[src/rtl/mul_seq_ctrl.sv]
// mul_seq_ctrl: iterative radix-2 shift-add MUL sequencer for EX.
// Ports: clk_i, rst_i (async, active-low), start_i, ALUCtrl_i,
//   flush_i, data1_i/data2_i (operands) -> stall_o, busy_o,
//   valid_o (one-cycle pulse), result_o (low WIDTH product bits).
// Option: MUL_EARLY_TERM_EN leaves BUSY once the multiplier
//   has no set bits left (same results, shorter latency).
module mul_seq_ctrl #(
  parameter int          WIDTH    = 32,
  parameter logic [2:0]  MUL_CODE = 3'b010
) (
  input  logic             clk_i,
  input  logic             rst_i,
  input  logic             start_i,
  input  logic [2:0]       ALUCtrl_i,
  input  logic             flush_i,
  input  logic [WIDTH-1:0] data1_i,
  input  logic [WIDTH-1:0] data2_i,
  output logic             stall_o,
  output logic             busy_o,
  output logic             valid_o,
  output logic [WIDTH-1:0] result_o
);

  localparam int CW = $clog2(WIDTH) + 1;
  localparam logic [CW-1:0] LAST = CW'(WIDTH - 1);

  typedef enum logic [1:0] {
    S_IDLE = 2'd0,
    S_BUSY = 2'd1,
    S_DONE = 2'd2
  } state_e;

  state_e           state_q, state_d;
  logic [WIDTH-1:0] acc_q, acc_d;
  logic [WIDTH-1:0] mcand_q, mcand_d;
  logic [WIDTH-1:0] mplier_q, mplier_d;
  logic [CW-1:0]    cnt_q, cnt_d;
  logic [WIDTH-1:0] res_q, res_d;

  logic             accept;
  logic             step;
  logic             last_step;
  logic [WIDTH-1:0] acc_sum;
  logic [WIDTH-1:0] mplier_sh;

  assign accept = start_i
                & (ALUCtrl_i == MUL_CODE)
                & ~flush_i
                & (state_q != S_BUSY);

  // One shift-add iteration per BUSY cycle unless flushed.
  assign step      = (state_q == S_BUSY) & ~flush_i;
  assign acc_sum   = acc_q + (mplier_q[0] ? mcand_q : '0);
  assign mplier_sh = mplier_q >> 1;

`ifdef MUL_EARLY_TERM_EN
  assign last_step = (cnt_q == LAST) | (mplier_sh == '0);
`else
  assign last_step = (cnt_q == LAST);
`endif

  // State register
  always_ff @(posedge clk_i or negedge rst_i) begin
    if (!rst_i) begin
      state_q <= S_IDLE;
    end else begin
      state_q <= state_d;
    end
  end

  // Next-state logic
  always_comb begin
    state_d = state_q;
    unique case (state_q)
      S_IDLE: begin
        if (accept) state_d = S_BUSY;
      end
      S_BUSY: begin
        if (flush_i)        state_d = S_IDLE;
        else if (last_step) state_d = S_DONE;
      end
      S_DONE: begin
        state_d = accept ? S_BUSY : S_IDLE;
      end
      default: state_d = S_IDLE;
    endcase
  end

  // Datapath registers
  always_ff @(posedge clk_i or negedge rst_i) begin
    if (!rst_i) begin
      acc_q    <= '0;
      mcand_q  <= '0;
      mplier_q <= '0;
      cnt_q    <= '0;
      res_q    <= '0;
    end else begin
      acc_q    <= acc_d;
      mcand_q  <= mcand_d;
      mplier_q <= mplier_d;
      cnt_q    <= cnt_d;
      res_q    <= res_d;
    end
  end

  // Datapath next values; the result is captured on the
  // final step so it stays stable after DONE.
  always_comb begin
    acc_d    = acc_q;
    mcand_d  = mcand_q;
    mplier_d = mplier_q;
    cnt_d    = cnt_q;
    res_d    = res_q;
    if (accept) begin
      acc_d    = '0;
      mcand_d  = data1_i;
      mplier_d = data2_i;
      cnt_d    = '0;
    end else if (step) begin
      acc_d    = acc_sum;
      mcand_d  = mcand_q << 1;
      mplier_d = mplier_sh;
      cnt_d    = cnt_q + CW'(1);
      if (last_step) res_d = acc_sum;
    end
  end

  // Outputs; stall covers the issue cycle so the MUL holds in EX.
  always_comb begin
    busy_o   = (state_q == S_BUSY);
    valid_o  = (state_q == S_DONE);
    stall_o  = (state_q == S_BUSY) | accept;
    result_o = res_q;
  end

endmodule

[config.mk]
export PLATFORM = sky130hd
export DESIGN_NAME = mul_seq_ctrl
export DESIGN_NICKNAME = d
export VERILOG_FILES = /design/src/rtl/mul_seq_ctrl.sv
export SDC_FILE = /design/constraint.sdc
export NUM_CORES = 1
export LEC_CHECK = 0
export ABC_AREA = 1
export CAP_MARGIN = 30
export CELL_PAD_IN_SITES_DETAIL_PLACEMENT = 1
export CELL_PAD_IN_SITES_GLOBAL_PLACEMENT = 2
export CORE_ASPECT_RATIO = 1.25
export CORE_MARGIN = 8
export CORE_UTILIZATION = 32
export DETAILED_ROUTE_END_ITERATION = 10
export PLACE_DENSITY_LB_ADDON = 0.1
export SLEW_MARGIN = 20
export SYNTH_ARGS = -nofsm -noshare
export SYNTH_HDL_FRONTEND = slang
export SYNTH_SLANG_ARGS = --single-unit
[constraint.sdc]
create_clock -name clk_i -period 3.05 [get_ports clk_i]
set_input_delay 0.61 -clock clk_i [delete_from_list [all_inputs] [get_ports clk_i]]
set_output_delay 0.61 -clock clk_i [all_outputs]
set_load 0.01 [all_outputs]
==> qor.yml, run 1 <==
clocking:
  cts.sinks: 136
  root_buffer: "clkbuf_16"
  clockBufferDepth: 2
  cts_tree: "yes"
  cts_setup_buffers: 0
  ctsResizeCount: 0
  cts_buffers: 17
  path_clk_slew_ns: 0.06
  ctsHoldBuffers: 0
  cts_max_level: 4
  clock_latency_ns: 0.43
sta:
  setup_viol: 0
  setup_tns_ns: 0
  fin_crit_sh_pct: 86.49
  rsz0062_at_grt: "false"
  hold_slack_ns: 0.1445
  fin_skew_ns: 0.01115
  slew-limit-headroom_pct: 44.54
  hold_violations: 0
  slew_violations: 0
  max_freq_ghz: 0.3791
  period_needed_ns: 2.638
  worstMarginPinSlew_ns: 0.8308
pwr:
  seqPwrFrac_pct: 34.6
  p_per_area_nw_per_um2: 796.3
  clkPwrFrac_pct: 28.1
  swShare_pct: 36.78
  leakage_nw: 5.453
  p_int_mw: 5.149
  p_total_mw: 8.143
  power.net_switching_mw: 2.995
  ir_worst_vdd_uv: 372.6
  p_comb_share_pct: 37.3
job:
  max_cap_viol_count: 0
floorplanning:
  io_pins: 106
  die_w_um: 159.2
  coreArea_um2: 25210
  rows: 65
  die-area_um2: 31060
  die_h_um: 195.0
  initial_core_util_pct: 32.55
worst_setup_path:
  arrival_ns: 2.03
  cp-start-kind: "input port"
  cp_num_buf_inv: 2
  worstPathRequired_ns: 2.44
  cp-end-kind: "output port"
  rr_startpoint: "mplier_q[0]$_DFFE_PN0P_"
  critical-path-top-delay-family: "buffers and inverters"
  path_class: "input port to output port"
  timing.critical_path.from: "flush_i"
  reg2reg_setup_slack_ns: 0.48
  cp_cell_sequence: "clkdlybuf4s50_1 -> nor2_1 -> nand2_1 -> nand2_1 -> clkdlybuf4s50_1"
  cp_slowest_cell: "clkdlybuf4s50_1"
  path_max_fanout: 2
  ff2ff_path_depth: 14
  max_stage_delay_ns: 0.53
  r2r-end: "result_o[26]$_DFFE_PN0P_"
yosys:
  synth_nets: 1231
  synth_cells: 1127
  synth_common_cells: "nand2_1, inv_1, dfrtp_1, nand3_1, o221ai_1"
  synth_top_flop_cell: "dfrtp_1"
  synth_top_area_share_pct: 41.47
  synth_area_leaders: "dfrtp_1, nand2_1, inv_1, o221ai_1, ha_1"
  async_flop_share_pct: 100.0
  synth_cell_types: 37
  synth.avg_cell_area_um2: 7.282
  ys_warn_count: 0
  synth_edf_count: 0
  synth_seq_area_share_pct: 41.47
  synth-seq-cells: 136
  synth_top_area_cell: "dfrtp_1"
  synth_area_um2: 8207
  yosysMostFrequentCell: "nand2_1"
route:
  num_vias: 7320
  drt_iter0_drc: 235
  ant_nets: 0
  routedWlPerCell_um: 16.24
  vias_per_cell: 4.651
  dr.pass1.iters: 5
  drc: 0
  drt-total-wl_mm: 25.56
placement:
  gp_congestion: 0.8004
  port_buffers: 105
  dp_hpwl_mm: 19.77
  placedCellCount: 1542
layout:
  drive_gt1_share_pct: 5.892
  fill_cells: 3141
  syn2layout_area_growth_pct: 24.61
  regArea_um2: 3403
  nNetsFinal: 1330
  diodes: 0
  multi_input_area_um2: 3779
  instances_no_fill: 1574
  fin_util_pct: 40.56
global_routing:
  grt_first_pass_wirelength_mm: 42.59
  grt_start_max_net_pins: 63
  grt_pass1_vias: 8053
  gr-total-overflow: 0
  antenna_found_initial: 0
  grtUsageTotal_pct: 17.13
worst_hold_path:
  min_path_type: "input port to asynchronous set/reset pin"
outcome:
  status: "finished clean"
## layer usage
layer,vias up,wire length [um],global-route usage (%)
met2,112,12780,29.79
met1,3454,11500,20.86
met5,-,0,0
met4,0,564,5.845
met3,27,712,3.262
li1,3727,-,-
## through the flow
step	instance area (um^2)	worst slack (ns)
after floorplan	8207	0.8428
after global placement	9585	0.4175
after detailed placement	9585	0.3866
after CTS	10230	0.3958
after global routing	10230	0.2320
final	10230	0.4122
## worst max path at each step
stage                                     endpoint  slack, ns  cells after the start
after detailed placement   mcand_q[31]$_DFFE_PN0P_       0.39                      7
final                                      stall_o       0.41                      5
after global placement                     stall_o       0.42                      5
after floorplan              acc_q[28]$_DFFE_PN0P_       0.84                     14
after global routing      result_o[31]$_DFFE_PN0P_       0.23                     14
after CTS                                  stall_o       0.40                      5
## state kept, by name, summed over array words and instances, names as in the netlist
signal and cells:
acc_q 32, mplier_q 32, state_q 2, result_o 32, cnt_q 6, mcand_q 32
## kinds of logic (layout without fill, tap and decap cells)
| family | count (synthesis) | count (layout) | share of synthesized area (%) |
|---|---|---|---|
| AO/OA/AOI/OAI | 116 | 116 | 10.55 |
| XOR/XNOR | 15 | 15 | 1.601 |
| adder cells (fa/ha/maj) | 33 | 33 | 5.123 |
| buffers and inverters | 253 | 365 | 12.49 |
| flip-flops | 136 | 136 | 41.47 |
| AND/OR/NAND/NOR | 574 | 574 | 28.77 |
## cell usage in the layout, fill, tap and decap left out, types with 7 or more instances in the layout
cell type / instances
nand2_2: 8
nor2_1: 41
clkbuf_16: 17
ha_1: 32
o21ai_0: 15
inv_1: 213
o221ai_1: 60
a21oi_1: 22
nand3_1: 65
clkdlybuf4s50_1: 104
dfrtp_1: 136
o21ai_2: 10
xnor2_1: 7
xor2_1: 8
nand2_1: 438
buf_4: 9
## cell type report
type	count	share of cell area (%)
inverters	217	8.063
multi-input cells	738	36.95
clock inverters	15	2.104
clock buffers	17	4.160
repair buffers	116	11.34
flip-flops and latches	136	33.28
well taps	335	4.099
## power by group through the flow
stage / Sequential, mW / Combinational, mW / Clock [mW]
finish: 2.82 / 3.04 / 2.29
global route: 2.91 / 3.45 / 2.42
floorplan: 2.87 / 1.87 / 0
CTS: 2.83 / 3.11 / 2.36
global placement: 2.84 / 3.04 / 0
detailed placement: 2.86 / 3.10 / 0
No activity file was read; power rests on OpenSTA's default activity.
==> inputs of run 2 (changes only) <==
- SETUP_SLACK_MARGIN: not set -> 0.4
==> qor.yml, run 2 (synthesis gave the netlist of run 1 again) <==
layout:
  fin_util_pct: 40.69  # +0.13 points
  syn2layout_area_growth_pct: 25.02
  final_cell_mix: "nand2_1, inv_1, dfrtp_1, clkdlybuf4s50_1, nand3_1"
  instances_no_fill: 1576  # +0.13%
  diodes: 0  # unchanged
  layout_commonest_cell: "nand2_1"
  nNetsFinal: 1332  # +0.15%
  fin_area_um2: 10260  # +0.33%
  drive_gt1_share_pct: 6.366  # +0.47 points
clocking:
  cts.sinks: 136  # unchanged
  clock_latency_ns: 0.43  # about the same
  cts_tree: "yes"
  path_clk_slew_ns: 0.07  # about the same
  cts_max_level: 4  # unchanged
  root_buffer: "clkbuf_16"
  cts_buffers: 17  # unchanged
  clockBufferDepth: 2  # unchanged
worst_setup_path:
  critPathMostFrequentCell: "nand3_1"
  cp-end-kind: "flop"
  cp-start-kind: "flop"
  cp_slowest_cell: "fa_1"
  reg2reg_setup_slack_ns: 0.61  # +0.13 ns
  path_class: "flop to flop"
  cp_cell_sequence: "nand2_1 -> inv_1 -> ha_1 -> fa_1 -> nand3_1 -> nand3_1 -> nand3_1 -> nand3_1 -> nand2_2 -> nand3_1 -> nand3_1 -> nand2_1"
  worstPathRequired_ns: 3.37  # +0.93 ns
  path_max_fanout: 6  # +4
  arrival_ns: 2.76  # +0.73 ns
  max_stage_delay_ns: 0.46  # -0.07 ns
pwr:
  ir_worst_vdd_uv: 373.0  # +0.11%
  p_int_mw: 5.161  # +0.24%
  leakage_nw: 5.482  # +0.54%
  clkPwrFrac_pct: 28.1  # about the same
  p_comb_share_pct: 37.4  # about the same
  p_per_area_nw_per_um2: 795.3  # -0.12%
  power.net_switching_mw: 2.999  # +0.15%
  seqPwrFrac_pct: 34.6  # about the same
  swShare_pct: 36.75  # about the same
sta:
  setup_viol: 0  # unchanged
  setup_tns_ns: 0  # unchanged
  slew-limit-headroom_pct: 44.63  # +0.090 points
  period_needed_ns: 2.438  # -0.1998 ns
  fin_skew_ns: 0.01057  # -0.0005742 ns
  fin_crit_sh_pct: 79.94  # -6.6 points
  hold_violations: 0  # unchanged
  max_freq_ghz: 0.4102  # +8.2%
  slew_violations: 0  # unchanged
  worstMarginPinSlew_ns: 0.8294  # -0.001348 ns
  fin_ws_ns: 0.6120  # +0.1998 ns
  rsz0062_at_grt: "false"
job:
  max_cap_viol_count: 0  # unchanged
placement:
  preCtsSetupSlack_ns: 0.3866  # unchanged
  dp_hpwl_mm: 19.77  # unchanged
  place_area_um2: 9585  # unchanged
  gp_congestion: 0.8004  # unchanged
  placedCellCount: 1542  # unchanged
  port_buffers: 105  # unchanged
route:
  drt-total-wl_mm: 25.61  # +0.19%
  vias_per_cell: 4.645  # -0.11%
  ant_nets: 0  # unchanged
  dr.pass1.iters: 4  # -1
  routedWlPerCell_um: 16.25  # about the same
  drt_iter0_drc: 241  # +2.6%
  num_vias: 7321  # +0.014%
  drc: 0  # unchanged
floorplanning:
  die_w_um: 159.2  # unchanged
  io_pins: 106  # unchanged
  rows: 65  # unchanged
  initial_core_util_pct: 32.55  # unchanged
  die_h_um: 195.0  # unchanged
  die-area_um2: 31060  # unchanged
  coreArea_um2: 25210  # unchanged
global_routing:
  grt_start_max_net_pins: 63  # unchanged
  grt_first_pass_wirelength_mm: 42.59  # unchanged
  gr-total-overflow: 0  # unchanged
  grt_use_met2_pct: 29.79  # unchanged
  antenna_found_initial: 0  # unchanged
  grtUsageTotal_pct: 17.13  # unchanged
  grt_pass1_vias: 8053  # unchanged
  use_met3_pct: 3.262  # unchanged
  top_usage_layer: "met2"
  met1_usage_pct: 20.86  # unchanged
worst_hold_path:
  min_path_type: "input port to asynchronous set/reset pin"
outcome:
  status: "finished clean"
-- run 2: final cells by class --
class	instances	area [um^2]
clock buffer	17	425.4
fill	3133	14950
tap	335	419.2
timing repair buffer	118	1185
inverter	217	824.5
clock inverter	15	215.2
sequential	136	3405
multi-input combinational	738	3786
-- run 2: worst paths after layout --
check,from,endpoint,depth (start not counted)
worst min register to register,result_o[11]$_DFFE_PN0P_,result_o[11]$_DFFE_PN0P_,2
worst max-delay path,mplier_q[0]$_DFFE_PN0P_,result_o[28]$_DFFE_PN0P_,12
worst min-delay path,rst_i,result_o[3]$_DFFE_PN0P_,1
max in group asynchronous,rst_i,mcand_q[28]$_DFFE_PN0P_,2
min in group clk_i,result_o[11]$_DFFE_PN0P_,result_o[11]$_DFFE_PN0P_,2
worst max register to register,mplier_q[0]$_DFFE_PN0P_,result_o[28]$_DFFE_PN0P_,12
-- run 2: metal layers --
metal	vias to the layer above	wire length, um
met2	93	12840
met1	3463	11550
li1	3736	-
met4	0	573
met5	-	0
met3	29	645
-- run 2: power by group through the flow --
stage / clock network [mW] / registers (mW) / logic (mW)
after floorplan: 0 / 2.87 / 1.87
after global placement: 0 / 2.84 / 3.04
after detailed placement: 0 / 2.86 / 3.10
after CTS: 2.36 / 2.83 / 3.11
after global routing: 2.42 / 2.91 / 3.47
final: 2.29 / 2.82 / 3.05
-- run 2: critical path, delay by kind of cell (launching register included) --
kind,cells,cell delay [ns]
simple gates,9,1.15
fa+ha+maj,2,0.67
flops,1,0.45
buf+inv,1,0.04
-- run 2: through the flow --
step	hold WS [ns]	total power, mW
3_5_place_dp	0.4653	5.955
5_1_grt	0.1824	8.798
2_1_floorplan	0.3144	4.732
3_3_place_gp	0.4604	5.882
4_1_cts	0.1580	8.307
6_report	0.1389	8.160
-- run 2: timing repair --
| action | in CTS | in global routing |
|---|---|---|
| hold buffers | 0 | 0 |
| buffers inserted | 0 | 2 |
| resized for setup | 1 | 6 |
| endpoints found under the setup margin | 1 | 39 |
| pin swaps | 0 | 3 |
==> inputs of run 3 (changes only) <==
- clock period: 3.05 -> 2.35 ns (I/O delays scaled with it)
==> qor.yml, run 3 (synthesis gave the netlist of run 1 again) <==
outcome:
  status: "finished clean"
sta:
  period_needed_ns: 2.280  # -0.1582 ns
  fin_skew_ns: 0.008464  # -0.002109 ns
  slew-limit-headroom_pct: 70.84  # +26 points
  fin_ws_ns: 0.07021  # -0.5418 ns
  max_freq_ghz: 0.4386  # +6.9%
  worstMarginPinSlew_ns: 0.4374  # -0.3920 ns
  rsz0062_at_grt: "true"
  fin_crit_sh_pct: 97.01  # +17 points
  slew_violations: 0  # unchanged
  hold_violations: 0  # unchanged
  setup_viol: 0  # unchanged
  hold_slack_ns: 0.4784  # +0.3395 ns
global_routing:
  gr-total-overflow: 0  # unchanged
  grt_pass1_vias: 8563  # +6.3%
  antenna_found_initial: 0  # unchanged
  grtUsageTotal_pct: 18.10  # +0.97 points
  grt_start_max_net_pins: 45  # -29%
  grt_first_pass_wirelength_mm: 45.16  # +6.0%
route:
  drc: 0  # unchanged
  dr.pass1.iters: 5  # +1
  vias_per_cell: 4.750  # +2.2%
  routedWlPerCell_um: 17.03  # +4.8%
  ant_nets: 0  # unchanged
  num_vias: 7742  # +5.8%
  drt_iter0_drc: 297  # +23%
  drt-total-wl_mm: 27.77  # +8.4%
floorplanning:
  initial_core_util_pct: 32.55  # unchanged
  coreArea_um2: 25210  # unchanged
  die_w_um: 159.2  # unchanged
  die-area_um2: 31060  # unchanged
  io_pins: 106  # unchanged
  rows: 65  # unchanged
  die_h_um: 195.0  # unchanged
worst_setup_path:
  cp_slowest_cell: "dfrtp_2"
  worstPathRequired_ns: 2.68  # -0.69 ns
  arrival_ns: 2.61  # -0.15 ns
  path_class: "flop to flop"
  max_stage_delay_ns: 0.50  # +0.04 ns
  cp_cell_sequence: "buf_6 -> nand2_2 -> inv_2 -> ha_4 -> fa_2 -> nand3_2 -> nand3_4 -> nand3_4 -> nand3_4 -> buf_6 -> xor2_4 -> nand2_1 -> nand2_1"
  cp-end-kind: "flop"
  critPathMostFrequentCell: "nand3_4"
  cp_num_buf_inv: 3  # +2
  path_max_fanout: 6  # unchanged
  cp-start-kind: "flop"
  critical-path-top-delay-family: "simple AND/OR/NAND/NOR gates"
  rr_startpoint: "mplier_q[0]$_DFFE_PN0P_"
  timing.critical_path.from: "mplier_q[0]$_DFFE_PN0P_"
placement:
  dp_hpwl_mm: 19.90  # +0.68%
  port_buffers: 105  # unchanged
  preCtsSetupSlack_ns: -0.06046  # -0.4471 ns
  gp_congestion: 0.8527  # +6.5%
  placedCellCount: 1570  # +1.8%
pwr:
  leakage_nw: 6.055  # +10%
  seqPwrFrac_pct: 30.0  # -4.6 points
  p_int_mw: 7.764  # +50%
  p_per_area_nw_per_um2: 1041  # +31%
  p_total_mw: 12.62  # +55%
  clkPwrFrac_pct: 22.3  # -5.8 points
  ir_worst_vdd_uv: 523.0  # +40%
  p_comb_share_pct: 47.6  # +10 points
  swShare_pct: 38.45  # +1.7 points
  power.net_switching_mw: 4.851  # +62%
clocking:
  cts_tree: "yes"
  clockBufferDepth: 2  # unchanged
  root_buffer: "clkbuf_16"
  cts_max_level: 4  # unchanged
  path_clk_slew_ns: 0.06  # about the same
  clock_latency_ns: 0.44  # about the same
  cts_buffers: 17  # unchanged
  cts.sinks: 136  # unchanged
job:
  max_cap_viol_count: 0  # unchanged
layout:
  final_cell_mix: "nand2_1, inv_1, dfrtp_1, clkdlybuf4s50_1, nand2_2"
  syn2layout_area_growth_pct: 47.67
  drive_gt1_share_pct: 27.26  # +21 points
  layout_commonest_cell: "nand2_1"
  nNetsFinal: 1386  # +4.1%
  instances_no_fill: 1630  # +3.4%
  diodes: 0  # unchanged
worst_hold_path:
  min_path_type: "flop to flop"
  holdCritStartpoint: "result_o[20]$_DFFE_PN0P_"
## run 3: cell types whose count changed in the layout (fill, tap and decap cells not counted), sizes merged
| cell | change |
|---|---|
| buf | +52 |
| bufinv | -1 |
| clkbuf | +3 |
| clkdlybuf4s50 | -2 |
| clkinv | +4 |
| clkinvlp | -1 |
| dlygate4sd2 | +1 |
| dlygate4sd3 | +1 |
| inv | -3 |
## run 3: cell type report
class	count	area [um^2]
repair buffers	172	1738
flip-flops and latches	136	3405
clock inverters	14	175.2
inverters	217	827.0
multi-input cells	738	5126
clock buffers	18	429.2
well taps	335	419.2
fillers	3024	13090
## run 3: what timing repair did
item	4_1_cts	5_1_grt
hold buffers	1	0
pin swaps	32	30
gates resized for setup	189	111
gates cloned	1	2
endpoints found under the hold margin	40	0
setup buffers	11	13
setup endpoints to repair	61	65
## run 3: metal layers
layer  vias to the layer above  share of wire (%)  routed length (um)  track usage [%]
met5                         -                  0                   0                0
met4                         0                2.2                 611            6.195
met3                        39                2.6                 722            3.451
met2                       103                 52               14560            31.86
met1                      3769                 43               11870            21.71
li1                       3831                  -                   -                -
## run 3: worst reg2reg max path, delay by kind of cell (launching register included)
kind | cells | cell delay (ns)
fa+ha+maj | 2 | 0.54
simple gates | 7 | 0.57
flops | 1 | 0.50
xor+xnor | 1 | 0.18
buf+inv | 3 | 0.37
## run 3: power groups by stage
stage               clock network [mW]  logic (mW)  registers [mW]
detailed placement                   0        4.22            3.73
global placement                     0        4.16            3.70
floorplan                            0        2.52            3.74
global route                      2.97        6.61            3.91
finish                            2.82        6.01            3.79
CTS                               2.90        5.19            3.79
## run 3: worst paths after layout
check                                           endpoint  cells past startpoint  slack, ns
worst min-delay path            result_o[20]$_DFFE_PN0P_                      2       0.48
max in group asynchronous        mplier_q[1]$_DFFE_PN0P_                      3       1.21
min in group asynchronous        result_o[3]$_DFFE_PN0P_                      2       0.54
worst min register to register  result_o[20]$_DFFE_PN0P_                      2       0.48
worst max register to register     acc_q[12]$_DFFE_PN0P_                     13       0.07
worst max-delay path               acc_q[12]$_DFFE_PN0P_                     13       0.07
## run 3: through the flow
step                      TNS (ns)  util [%]  cell area, um^2
after CTS                        0     45.59            11490
after floorplan                  0         -             8312
final                            0     48.07            12120
after global placement     -0.1458     39.47             9951
after detailed placement   -0.2572     39.47             9951
after global routing       -0.5522     48.07            12120
